**src/rtl/data_mem_arbiter_pkg.sv**
```systemverilog
// Shared types and constants for the two-port data memory arbiter.
package data_mem_arbiter_pkg;

  localparam int unsigned MemBytesDefault = 1024;

  typedef enum logic [1:0] {
    StIdle,
    StAccess,
    StResp
  } state_e;

  // A 64-bit access must fit entirely inside the memory.
  function automatic logic addr_out_of_range(input logic [63:0] addr,
                                             input int unsigned mem_bytes);
    return addr > (64'(mem_bytes) - 64'd8);
  endfunction

endpackage

```
**src/rtl/data_mem_arbiter_if.sv**
```systemverilog
// Requester ports plus the data memory port of the arbiter, bundled as one bus.
interface data_mem_arbiter_if;

  logic        p0_req,   p1_req;
  logic        p0_we,    p1_we;
  logic [63:0] p0_addr,  p1_addr;
  logic [63:0] p0_wdata, p1_wdata;
  logic        p0_ack,   p1_ack;
  logic        p0_err,   p1_err;
  logic [63:0] p0_rdata, p1_rdata;

  logic [63:0] Mem_Addr;
  logic [63:0] Write_Data;
  logic        MemWrite;
  logic        MemRead;
  logic [63:0] Read_Data;

  modport slave (
    input  p0_req, p1_req, p0_we, p1_we, p0_addr, p1_addr, p0_wdata, p1_wdata, Read_Data,
    output p0_ack, p1_ack, p0_err, p1_err, p0_rdata, p1_rdata,
           Mem_Addr, Write_Data, MemWrite, MemRead
  );

  modport master (
    output p0_req, p1_req, p0_we, p1_we, p0_addr, p1_addr, p0_wdata, p1_wdata, Read_Data,
    input  p0_ack, p1_ack, p0_err, p1_err, p0_rdata, p1_rdata,
           Mem_Addr, Write_Data, MemWrite, MemRead
  );

endinterface

```
**src/rtl/rr_arb2.sv**
```systemverilog
// Two-way grant selection: round-robin on ties, or port 0 always wins when fixed_prio is set.
module rr_arb2 (
  input  logic [1:0] req,
  input  logic       last_grant,
  input  logic       fixed_prio,
  output logic [1:0] grant
);

  always_comb begin
    grant = req;
    if (req == 2'b11) begin
      grant = (fixed_prio || last_grant) ? 2'b01 : 2'b10;
    end
  end

endmodule

```
**src/rtl/data_mem_arbiter.sv**
```systemverilog
// Arbitrates two 64-bit load/store requesters onto a single data memory port.
module data_mem_arbiter
  import data_mem_arbiter_pkg::*;
#(
  parameter int unsigned MEM_BYTES  = MemBytesDefault,
  parameter bit          FIXED_PRIO = 1'b0
) (
  input  logic               clk,
  input  logic               reset_n,
  data_mem_arbiter_if.slave  bus
);

  state_e      state_q, state_d;
  logic        we_q, we_d;
  logic        id_q, id_d;
  logic        err_q, err_d;
  logic        last_q, last_d;
  logic [63:0] addr_q, addr_d;
  logic [63:0] wdata_q, wdata_d;
  logic [63:0] rdata0_q, rdata0_d;
  logic [63:0] rdata1_q, rdata1_d;

  logic [1:0]  req;
  logic [1:0]  grant;
  logic        sel_id;
  logic        sel_we;
  logic        sel_oob;
  logic [63:0] sel_addr;
  logic [63:0] sel_wdata;

  assign req = {bus.p1_req, bus.p0_req};

  rr_arb2 u_rr_arb2 (
    .req        (req),
    .last_grant (last_q),
    .fixed_prio (FIXED_PRIO),
    .grant      (grant)
  );

  always_comb begin
    sel_id    = grant[1];
    sel_we    = sel_id ? bus.p1_we    : bus.p0_we;
    sel_addr  = sel_id ? bus.p1_addr  : bus.p0_addr;
    sel_wdata = sel_id ? bus.p1_wdata : bus.p0_wdata;
    sel_oob   = addr_out_of_range(sel_addr, MEM_BYTES);
  end

  always_comb begin
    state_d  = state_q;
    we_d     = we_q;
    id_d     = id_q;
    err_d    = err_q;
    last_d   = last_q;
    addr_d   = addr_q;
    wdata_d  = wdata_q;
    rdata0_d = rdata0_q;
    rdata1_d = rdata1_q;
    unique case (state_q)
      StIdle: begin
        if (|req) begin
          id_d   = sel_id;
          we_d   = sel_we;
          err_d  = sel_oob;
          last_d = sel_id;
          if (sel_oob) begin
            // Memory-side outputs keep their last values on a rejected access.
            state_d = StResp;
            if (sel_id) rdata1_d = '0;
            else        rdata0_d = '0;
          end else begin
            addr_d  = sel_addr;
            wdata_d = sel_wdata;
            state_d = StAccess;
          end
        end
      end
      StAccess: begin
        if (!we_q) begin
          if (id_q) rdata1_d = bus.Read_Data;
          else      rdata0_d = bus.Read_Data;
        end
        state_d = StResp;
      end
      StResp:  state_d = StIdle;
      default: state_d = StIdle;
    endcase
  end

  always_ff @(posedge clk or negedge reset_n) begin
    if (!reset_n) begin
      state_q  <= StIdle;
      we_q     <= 1'b0;
      id_q     <= 1'b0;
      err_q    <= 1'b0;
      last_q   <= 1'b1;
      addr_q   <= '0;
      wdata_q  <= '0;
      rdata0_q <= '0;
      rdata1_q <= '0;
    end else begin
      state_q  <= state_d;
      we_q     <= we_d;
      id_q     <= id_d;
      err_q    <= err_d;
      last_q   <= last_d;
      addr_q   <= addr_d;
      wdata_q  <= wdata_d;
      rdata0_q <= rdata0_d;
      rdata1_q <= rdata1_d;
    end
  end

  always_comb begin
    bus.MemRead    = (state_q == StAccess) && !we_q;
    bus.MemWrite   = (state_q == StAccess) && we_q;
    bus.Mem_Addr   = addr_q;
    bus.Write_Data = wdata_q;
    bus.p0_ack     = (state_q == StResp) && !id_q;
    bus.p1_ack     = (state_q == StResp) && id_q;
    bus.p0_err     = bus.p0_ack && err_q;
    bus.p1_err     = bus.p1_ack && err_q;
    bus.p0_rdata   = rdata0_q;
    bus.p1_rdata   = rdata1_q;
  end

endmodule
```
**src/flat_wrapper.sv**
```systemverilog
// flat-port wrapper written by rule: the top's interface ports become plain ports
module data_mem_arbiter_flat import data_mem_arbiter_pkg::*;
#(
  parameter int unsigned MEM_BYTES  = MemBytesDefault,
  parameter bit          FIXED_PRIO = 1'b0
)
  (clk, reset_n, bus_p0_req, bus_p1_req, bus_p0_we, bus_p1_we, bus_p0_addr, bus_p1_addr, bus_p0_wdata, bus_p1_wdata, bus_Read_Data, bus_p0_ack, bus_p1_ack, bus_p0_err, bus_p1_err, bus_p0_rdata, bus_p1_rdata, bus_Mem_Addr, bus_Write_Data, bus_MemWrite, bus_MemRead);
  data_mem_arbiter_if bus_i ();
  input  logic clk;
  input  logic reset_n;
  input wire logic [$bits(bus_i.p0_req)-1:0] bus_p0_req;
  input wire logic [$bits(bus_i.p1_req)-1:0] bus_p1_req;
  input wire logic [$bits(bus_i.p0_we)-1:0] bus_p0_we;
  input wire logic [$bits(bus_i.p1_we)-1:0] bus_p1_we;
  input wire logic [$bits(bus_i.p0_addr)-1:0] bus_p0_addr;
  input wire logic [$bits(bus_i.p1_addr)-1:0] bus_p1_addr;
  input wire logic [$bits(bus_i.p0_wdata)-1:0] bus_p0_wdata;
  input wire logic [$bits(bus_i.p1_wdata)-1:0] bus_p1_wdata;
  input wire logic [$bits(bus_i.Read_Data)-1:0] bus_Read_Data;
  output wire logic [$bits(bus_i.p0_ack)-1:0] bus_p0_ack;
  output wire logic [$bits(bus_i.p1_ack)-1:0] bus_p1_ack;
  output wire logic [$bits(bus_i.p0_err)-1:0] bus_p0_err;
  output wire logic [$bits(bus_i.p1_err)-1:0] bus_p1_err;
  output wire logic [$bits(bus_i.p0_rdata)-1:0] bus_p0_rdata;
  output wire logic [$bits(bus_i.p1_rdata)-1:0] bus_p1_rdata;
  output wire logic [$bits(bus_i.Mem_Addr)-1:0] bus_Mem_Addr;
  output wire logic [$bits(bus_i.Write_Data)-1:0] bus_Write_Data;
  output wire logic [$bits(bus_i.MemWrite)-1:0] bus_MemWrite;
  output wire logic [$bits(bus_i.MemRead)-1:0] bus_MemRead;
  assign bus_i.p0_req = bus_p0_req;
  assign bus_i.p1_req = bus_p1_req;
  assign bus_i.p0_we = bus_p0_we;
  assign bus_i.p1_we = bus_p1_we;
  assign bus_i.p0_addr = bus_p0_addr;
  assign bus_i.p1_addr = bus_p1_addr;
  assign bus_i.p0_wdata = bus_p0_wdata;
  assign bus_i.p1_wdata = bus_p1_wdata;
  assign bus_i.Read_Data = bus_Read_Data;
  assign bus_p0_ack = bus_i.p0_ack;
  assign bus_p1_ack = bus_i.p1_ack;
  assign bus_p0_err = bus_i.p0_err;
  assign bus_p1_err = bus_i.p1_err;
  assign bus_p0_rdata = bus_i.p0_rdata;
  assign bus_p1_rdata = bus_i.p1_rdata;
  assign bus_Mem_Addr = bus_i.Mem_Addr;
  assign bus_Write_Data = bus_i.Write_Data;
  assign bus_MemWrite = bus_i.MemWrite;
  assign bus_MemRead = bus_i.MemRead;
  data_mem_arbiter #(.MEM_BYTES(MEM_BYTES), .FIXED_PRIO(FIXED_PRIO)) u_core (.clk(clk), .reset_n(reset_n), .bus(bus_i));
endmodule
```
**config.mk**
```make
export PLATFORM = sky130hd
export DESIGN_NAME = data_mem_arbiter_flat
export DESIGN_NICKNAME = d
export VERILOG_FILES = /design/src/rtl/data_mem_arbiter_pkg.sv /design/src/rtl/data_mem_arbiter_if.sv /design/src/rtl/rr_arb2.sv /design/src/rtl/data_mem_arbiter.sv /design/src/flat_wrapper.sv
export SDC_FILE = /design/constraint.sdc
export NUM_CORES = 1
export LEC_CHECK = 0
export BUFFER_PORTS_ARGS = -buffer_cell sky130_fd_sc_hd__buf_4
export CAP_MARGIN = 20
export CORE_AREA = 2 2 230 232
export CTS_CLUSTER_SIZE = 24
export DETAILED_ROUTE_END_ITERATION = 10
export DIE_AREA = 0 0 232 234
export SYNTH_ARGS = -nofsm -noshare
export SYNTH_HDL_FRONTEND = slang
export SYNTH_SLANG_ARGS = --single-unit
```
**constraint.sdc**
```tcl
create_clock -name clk -period 1.8 [get_ports clk]
set_input_delay 0.36 -clock clk [delete_from_list [all_inputs] [get_ports clk]]
set_output_delay 0.36 -clock clk [all_outputs]
set_load 0.02 [all_outputs]
```
# Word level (Yosys, flattened, before mapping)

Cells that the tools add are included.

Memory bits (writable): 0
Word-level logic and storage cells: 56
ROM bits: 0
Output and inout port bits: 262
Memories: 0
Input port bits: 326
Bits in latches: 0
Flip-flop bits (word level): 262

Div/mod/pow operators: 0
$mul: 0
Reductions and logical operators: 15
Add/subtract/negate cells: 0
Bitwise operators: 1
Shifts and indexed selects: 0
Mux-type cells: 20
Magnitude comparators: 1
Equality and inequality tests: 10

Operators with widths:

| cell                                                                    | count |
|---|---|
| 64-bit two-way mux                                                      | 12 |
| 64-bit one-hot mux with 2 select lines                                  | 2 |
| 64-bit by 10-bit > comparator with 1-bit output (second input constant) | 1 |
| 6-bit AND reduction                                                     | 2 |
| 2-bit two-way mux                                                       | 4 |
| 2-bit by 1-bit != test with 1-bit output (second input constant)        | 4 |
| 1-bit logical AND                                                       | 6 |
| 2-bit != test (second input constant)                                   | 3 |
| 2-bit equality test (second input constant)                             | 2 |
| 2-bit one-hot mux with 2 select lines                                   | 1 |
| 3-bit AND reduction                                                     | 1 |
| 2-bit by 1-bit equality test with 1-bit output (second input constant)  | 1 |
| 1-bit logical NOT                                                       | 2 |
| 2-bit logical NOT                                                       | 1 |
| 2-bit AND reduction                                                     | 1 |
| 2-bit nonzero test                                                      | 1 |
| 2-bit OR reduction                                                      | 1 |
| 1-bit two-way mux                                                       | 1 |
| 1-bit NOT                                                               | 1 |

# Longest topological paths before layout

Gate-level depths: netlist (run 1).

Word-level depth: 7
Depth in mapped cells: 7

# By module

Synthesis (run 1) repeated with hierarchy kept, for this count alone.

Cells, all modules: 874
Area total of the unflattened synthesis: 11304.6 um^2

By module, submodules not included:

| module           | times used | area each (um^2) | cells an instance | seq. area each (um^2) |
|---|---|---|---|---|
| data_mem_arbiter | 1          | 11282.1          | 870               | 6557.5 |
| rr_arb2          | 1          | 22.5             | 4                 | 0.0 |

# Worst setup path after synthesis (run 1)

Ideal clock, no wire load.

Kind: reg-to-reg
Start point: register u_core.last_q
End point: register u_core.wdata_q[19] (netlist: u_core.bus.Write_Data[19])
Path slack: -0.116 ns
Library setup time: 0.128 ns
Cell stages (with the launch flop): 8
Data required time: 1.672 ns
Path buffers: 2
Period minus slack after synthesis: 1.916 ns
Arrival time: 1.789 ns
Cells stage by stage: dfstp_2 a21boi_2 nand4b_1 o22ai_2 nand4_2 buf_4 buf_6 mux2_1

Cells in the longest elaborated chain, start to end: 6

RTL lines:

| what                                            | RTL line                   | source |
|---|---|---|
| start: declaration                              | data_mem_arbiter.sv:17     | `logic last_q, last_d;` |
| start signal: assignment                        | data_mem_arbiter.sv:105    | `last_q <= last_d;` |
| 2-bit two-way mux *                             | rr_arb2.sv:12              | `grant = (fixed_prio \|\| last_grant) ? 2'b01 : 2'b10;` |
| 2-bit two-way mux *                             | rr_arb2.sv:11              | `if (req == 2'b11) begin` |
| 64-bit two-way mux                              | data_mem_arbiter.sv:43     | `sel_addr = sel_id ? bus.p1_addr : bus.p0_addr;` |
| 64-bit by 10-bit > comparator with 1-bit output | data_mem_arbiter_pkg.sv:15 | `return addr > (64'(mem_bytes) - 64'd8);` |
| 1-bit NOT (no source line)                      | n/a                        |  |
| 3-bit AND reduction (no source line)            | n/a                        |  |
| end signal: assignment                          | data_mem_arbiter.sv:107    | `wdata_q <= wdata_d;` |
| end: declaration                                | data_mem_arbiter.sv:19     | `logic [63:0] wdata_q, wdata_d;` |

Every way passes the cells marked *; elsewhere a longest branch is shown, timed or not.
A chain may end at the register's enable or synchronous reset.

# Worst setup path after layout (run 1)

Start point: register u_core.last_q
End point: register u_core.rdata1_q[14] (netlist: u_core.bus.p1_rdata[14])

Cells in the longest elaborated chain, start to end: 6

RTL lines:

| what                                                      | RTL line                   | source |
|---|---|---|
| 2-bit two-way mux *                                       | rr_arb2.sv:12              |  |
| 2-bit two-way mux *                                       | rr_arb2.sv:11              |  |
| 64-bit two-way mux                                        | data_mem_arbiter.sv:43     |  |
| 64-bit by 10-bit > comparator with 1-bit output           | data_mem_arbiter_pkg.sv:15 |  |
| 2-bit by 1-bit != test with 1-bit output (no source line) | n/a                        |  |
| 6-bit AND reduction (no source line) *                    | n/a                        |  |
| end signal: assignment                                    | data_mem_arbiter.sv:109    | `rdata1_q <= rdata1_d;` |
| end: declaration                                          | data_mem_arbiter.sv:21     | `logic [63:0] rdata1_q, rdata1_d;` |

Marks and branches as above.

==> summary.txt, run 1 <==
H-Tree Depth - 1
worst setup path endpoint - u_core.bus.p1_rdata[14]$_DFFE_PN0P_
routability cong. - 1.03
Longest Clk Path Bufs - 3
Final Slew Violations - 0
DP HPWL - 36,000 um
Clock Power Share - 44.7%
CORE AREA - 52,000 sq um
slowest CP cell - dfstp_2
reg-to-reg startpoint - u_core.last_q$_DFFE_PN1P_
Multi-input gate area - 4960 sq um
Least-Margin Pin Slew - 579 ps
die area - 54,300 sq um
Final WS setup - -440 ps
Synth warnings - 0
Crit path arrival time - 2720 ps
WL per Instance - 20.3 um
number of global-route vias before repair - 10,900
Synth Cell Area - 11,400 sq um
crit path launch - u_core.last_q$_DFFE_PN1P_
Mapped Cells - 1,086
kind of cell adding the most delay to the critical path - compound AO/OA/AOI/OAI gates
grt total ovfl - 0
maxcap violations - 0
critical path type - reg2reg
fill cell count - 5,228
CTS root buffer - clkbuf_16
crit-path max cell delay - 570 ps
syn nets - 1,412
XOR/XNOR Fraction of Synth Area - 0%
initial antenna violation count - 4
final setup fails - 265
Synth area leaders - dfrtp_1, nand2_1, mux2i_1
Seq pwr share - 42.5%
status - finished, violations left
Synth Area in Simple Gates - 13.8%
first-pass GRT wire length - 69,100 um
largest net degree at the start of global routing - 65
Worst Path Max Fanout - 64
worst r2r dst - u_core.bus.p1_rdata[14]$_DFFE_PN0P_
clk slew on worst S/H paths - 60 ps
Starting DRT DRC Count - 496
TritonCTS Buffers - 30
Psw - 3.39 mW
Routed WL - 49,800 um
Worst Path Required - 2280 ps
final design utilization - 37.6%
die height - 234 um
Yosys cell types - 34
sequential cell area - 6560 sq um
Initial Util - 21.9%
PwrDens - 715 nW/um^2
most frequent cells in the layout - buf_4, dfrtp_1, nand2_1
layout cells sized above 1 - 53.5%
Period minus WS final - 2240 ps
Lkg Pwr - 9.94 nW
Area Overhead vs Synth - 71.5%
Reg2Reg Depth - 8
setup tns final - -101,480 ps
mux share of post-synthesis cell area - 13.0%
router iterations before antenna repair - 5
Antenna Nets Post-Route - 0
post-synthesis compound-gate area fraction - 10.6%
Yosys reg bits - 262
CP Capture Type - register
final hold vios - 0
Clock Skew - 6.96 ps
CP Cell Sequence - a21boi_4 > buf_12 > nand4b_1 > o22ai_4 > buf_6 > nand3_2 > buf_12 > a21oi_2
fmax - 446 MHz
Hold/Removal Path Class - in2reg
Cell Rows - 84
clock sink count - 262
Syn Area/Cell - 10.5 sq um
CP startpoint kind - register
via count - 10,800
top cell type's share of synthesized area - 57.3%
drt via density - 4.40
flop2flop setup slack - -440 ps
Max-slew headroom - 61.4%
Synth area leader - dfrtp_1
clock latency on the worst-skew pair - 560 ps
adder-cell share of the synthesized area - 0%
main combinational cell family by area after synthesis - simple AND/OR/NAND/NOR gates
Logic pwr share - 12.8%
CP bufs+invs - 3
Final period util - 124%
Max VDD drop - 0.000649 V
register area share after synthesis - 57.5%
Int Pwr - 10.6 mW
path length in cells of the critical path - 8
critical path's most frequent cell - buf_12
commonest non-fill, non-tap cell in the layout - buf_4
failing checks - setup timing
num ports - 588
Sw Share - 24.3%
RSZ-0062 raised after global routing - yes
drc violations - 0
gr usage total - 16.9%
CTS tree - yes
Chip Width - 232 um
nets - 2,073
Port Buffers - 587
logic make-up after synthesis:
logic type,count (synthesis)
AND/OR/NAND/NOR,346
flip-flops,262
AO/OA/AOI/OAI,203
multiplexers,139
buffers and inverters,136
power by group through the flow:
stage	registers [mW]	clock network (mW)	logic (mW)
floorplan	6.05	0	0.482
global placement	6.05	0	1.69
detailed placement	6.05	0	1.70
CTS	5.94	6.44	1.75
global route	5.94	6.68	1.94
finish	5.94	6.24	1.78
how the worst min path moves through the flow:
stage                      startpoint                                  end  slack, ps  cells after the start
CTS                 bus_Read_Data[39]  u_core.bus.p0_rdata[39]$_DFFE_PN0P_         20                      3
finish              bus_Read_Data[44]  u_core.bus.p0_rdata[44]$_DFFE_PN0P_         50                      3
global route        bus_Read_Data[10]  u_core.bus.p0_rdata[10]$_DFFE_PN0P_         20                      3
detailed placement            reset_n  u_core.bus.p0_rdata[45]$_DFFE_PN0P_        260                      1
floorplan                     reset_n   u_core.bus.Mem_Addr[0]$_DFFE_PN0P_         60                      0
global placement              reset_n  u_core.bus.p0_rdata[45]$_DFFE_PN0P_        250                      1
Yosys cell counts, drive strengths merged:
| cell type | count |
|---|---|
| dfrtp | 261 |
| nand2 | 227 |
| mux2 | 74 |
| inv | 66 |
| a21oi | 65 |
| mux2i | 65 |
| o21ai | 65 |
| a22oi | 64 |
| and2 | 56 |
| clkbuf | 47 |
| nor4 | 26 |
| buf | 23 |
| nor2 | 10 |
| nand4 | 9 |
| nor3 | 7 |
| nand3 | 3 |
| nand4b | 3 |
| a31oi | 2 |
| nor2b | 2 |
| o22ai | 2 |
| a21bo | 1 |
| a21boi | 1 |
| a21o | 1 |
| and3 | 1 |
| dfstp | 1 |
| nand2b | 1 |
| nor3b | 1 |
| o21a | 1 |
| o21bai | 1 |
what timing repair did:
action / in CTS / in global routing
hold buffers: 1 / 0
buffers inserted: 10 / 5
pin swaps: 5 / 25
gates resized for setup: 121 / 137
endpoints found under the setup margin: 265 / 265
gates cloned: 3 / 10
hold endpoints to repair: 34 / 0
worst reg2reg max path, stage by stage, from the launching register on:
cell      delay, ps
dfstp_2         570
a21boi_4         80
buf_12          140
nand4b_1        210
o22ai_4         300
buf_6           150
nand3_2         110
buf_12          200
a21oi_2         400
metrics by stage:
stage | setup WS [ps] | instance area [sq um] | cells | total power, mW | hold WS [ps]
floorplan | -47.5 | 11400 | 1086 | 6.53 | 64.4
detailed placement | -827 | 17400 | 2375 | 7.75 | 258
global route | -505 | 19500 | 2460 | 14.6 | 24.6
CTS | -455 | 18700 | 2441 | 14.1 | 17.6
finish | -440 | 19500 | 2460 | 14.0 | 47.4
global placement | -839 | 17400 | 2375 | 7.74 | 255
sequential cells by signal, summed over array words and instances (netlist names), 2 cells and up:
register and cells:
u_core.bus.p1_rdata 64, u_core.state_q 2, u_core.bus.p0_rdata 64, u_core.bus.Mem_Addr 64, u_core.bus.Write_Data 64
final cells by class:
class / count / area share [%]
diodes: 4 / 0.0512
well taps: 688 / 4.41
repair buffers: 699 / 30.2
clock buffers: 45 / 4.55
inverters: 66 / 1.27
multi-input cells: 688 / 25.4
flip-flops and latches: 262 / 33.6
clock inverters: 8 / 0.602
metal layers:
| layer | up-vias | routed length, um | global-route usage (%) |
|---|---|---|---|
| li1 | 5018 | - | - |
| met2 | 434 | 23800 | 27.7 |
| met5 | - | 0 | 0 |
| met3 | 78 | 3720 | 4.35 |
| met4 | 0 | 1450 | 5.07 |
| met1 | 5285 | 20900 | 22.0 |
Note: power is estimated with default switching activity, not from simulation.
==> inputs of run 2 (changes only) <==
CELL_PAD_IN_SITES_DETAIL_PLACEMENT = 0   (was not set)
CELL_PAD_IN_SITES_GLOBAL_PLACEMENT = 1   (was not set)
CORE_AREA = 2 2 229 231   (was 2 2 230 232)
DIE_AREA = 0 0 231 233   (was 0 0 232 234)
PLACE_DENSITY_LB_ADDON = 0.1   (was not set)
SETUP_SLACK_MARGIN = 0.2   (was not set)
==> run 2 against run 1 <==
  * The flow still finishes with violations (setup timing)
  * Routed wire length is 4.2% higher
  * Non-clock buffer count is 14 higher
  * Via count fell by 2.1%
  * Fmax grew 4.3%
  * Worst hold slack better by 28 ps
  * Combinational power is 2% lower
  * Cell count increased by 0.45%
  * Count of clock-buffer cells in the layout up 7
  * Core utilization increased by 1.4 points
  * Largest power group unchanged
  * Highest routed layer is now met5
==> summary.txt, run 2 (synthesis results as in run 1) <==
status - finished, violations left
failing checks - setup timing
nets - 2,091
flop2flop setup slack - -350 ps
die height - 233 um
gr usage total - 18.0%
Worst Path Max Fanout - 8
PwrDens - 742 nW/um^2
RSZ-0062 raised after global routing - yes
Period minus WS final - 2150 ps
drt via density - 4.28
Cell Rows - 83
Worst Path Required - 2260 ps
Crit path arrival time - 2600 ps
CP Capture Type - register
Psw - 3.64 mW
CORE AREA - 51,100 sq um
Starting DRT DRC Count - 401
final setup fails - 264
CTS tree - yes
num ports - 588
Final period util - 119%
total power - 14.8 mW
clock latency on the worst-skew pair - 530 ps
Area Overhead vs Synth - 74.5%
CTS root buffer - clkbuf_16
Clock Skew - 14.5 ps
Lkg Pwr - 10.1 nW
Least-Margin Pin Slew - 473 ps
via count - 10,600
critical path type - reg2reg
Seq pwr share - 40.3%
Chip Width - 231 um
number of global-route vias before repair - 11,000
WL per Instance - 21.0 um
largest net degree at the start of global routing - 76
first-pass GRT wire length - 72,500 um
initial antenna violation count - 4
router iterations before antenna repair - 4
Antenna Nets Post-Route - 0
Sw Share - 24.6%
Hold/Removal Path Class - in2reg
clock sink count - 262
final hold vios - 0
Max-slew headroom - 68.2%
grt total ovfl - 0
Max VDD drop - 0.000486 V
TritonCTS Buffers - 34
drc violations - 0
clk slew on worst S/H paths - 60 ps
maxcap violations - 0
fmax - 466 MHz
Initial Util - 22.3%
commonest non-fill, non-tap cell in the layout - buf_4
DP HPWL - 37,600 um
setup tns final - -74,670 ps
Int Pwr - 11.1 mW
H-Tree Depth - 2
Logic pwr share - 11.8%
Port Buffers - 587
Clock Power Share - 47.9%
most frequent cells in the layout - buf_4, dfrtp_1, nand2_1
CP startpoint kind - register
die area - 53,800 sq um
Final WS setup - -348 ps
Routed WL - 51,900 um
layout cells sized above 1 - 54.1%
routability cong. - 0.872
Longest Clk Path Bufs - 3
Final Slew Violations - 0
-- run 2: cell count changes in the layout (fill, tap and decap cells not counted), sizes merged --
cell,delta
buf,+12
clkbuf,+9
clkinv,-1
diode,-2
inv,+1
-- run 2: worst paths after layout --
| kind | startpoint | endpoint | depth (start not counted) |
|---|---|---|---|
| setup / recovery | u_core.last_q$_DFFE_PN1P_ | u_core.bus.p0_rdata[43]$_DFFE_PN0P_ | 10 |
| hold / removal | bus_Read_Data[36] | u_core.bus.p0_rdata[36]$_DFFE_PN0P_ | 3 |
| setup reg to reg | u_core.last_q$_DFFE_PN1P_ | u_core.bus.p0_rdata[43]$_DFFE_PN0P_ | 10 |
| hold reg to reg | u_core.bus.Mem_Addr[57]$_DFFE_PN0P_ | u_core.bus.Mem_Addr[57]$_DFFE_PN0P_ | 1 |
| max in group asynchronous | reset_n | u_core.bus.p0_rdata[31]$_DFFE_PN0P_ | 3 |
| min in group asynchronous | reset_n | u_core.bus.p0_rdata[0]$_DFFE_PN0P_ | 2 |
-- run 2: stage by stage --
step | util (%) | instance area (sq um) | hold slack [ps] | setup WS, ps | instances
after global routing | 38.9 | 19900 | 57.5 | -455 | 2471
after floorplan | - | 11600 | 64.4 | -45.6 | 1086
after CTS | 37.1 | 19000 | 31.2 | -420 | 2448
final | 38.9 | 19900 | 75.0 | -348 | 2471
after global placement | 34.3 | 17500 | 317 | -597 | 2376
after detailed placement | 34.3 | 17500 | 321 | -644 | 2376
-- run 2: worst max-delay path, stage by stage, from the launching register on --
cell and delay [ps]:
dfstp_2 570, a21boi_4 100, buf_6 130, nand4b_1 170, o22ai_2 240, buf_4 160
nand4b_1 100, buf_6 160, buf_12 150, buf_16 160, o21ai_2 120
-- run 2: what timing repair did --
| item | 4_1_cts | 5_1_grt |
|---|---|---|
| hold endpoints to repair | 33 | 0 |
| hold buffers | 1 | 0 |
| buffers inserted | 9 | 9 |
| gates cloned | 2 | 12 |
| setup endpoints to repair | 266 | 267 |
| gates resized for setup | 50 | 141 |
| pin swaps | 6 | 13 |
-- run 2: layout make-up --
| class | instances | area, sq um |
|---|---|---|
| fillers | 5181 | 31200 |
| inverters | 66 | 248 |
| multi-input cells | 688 | 4990 |
| diodes | 2 | 5.00 |
| clock buffers | 52 | 1030 |
| well taps | 680 | 851 |
| flip-flops and latches | 262 | 6560 |
| repair buffers | 713 | 6090 |
| clock inverters | 8 | 121 |
-- run 2: power by group through the flow --
stage | Sequential (mW) | Clock [mW] | Combinational [mW]
after floorplan | 6.05 | 0 | 0.492
after global placement | 6.06 | 0 | 1.60
after detailed placement | 6.06 | 0 | 1.60
after CTS | 5.95 | 7.32 | 1.65
after global routing | 5.95 | 7.56 | 1.90
final | 5.95 | 7.08 | 1.74
-- run 2: routing by layer --
layer	vias up	routed length, um	part of all wire, %	track usage (%)
met5	-	11	0.021	0
met4	2	1290	2.5	5.44
met3	71	4180	8.1	6.90
met2	357	25500	49	29.7
met1	5095	21000	40	21.6
li1	5060	-	-	-
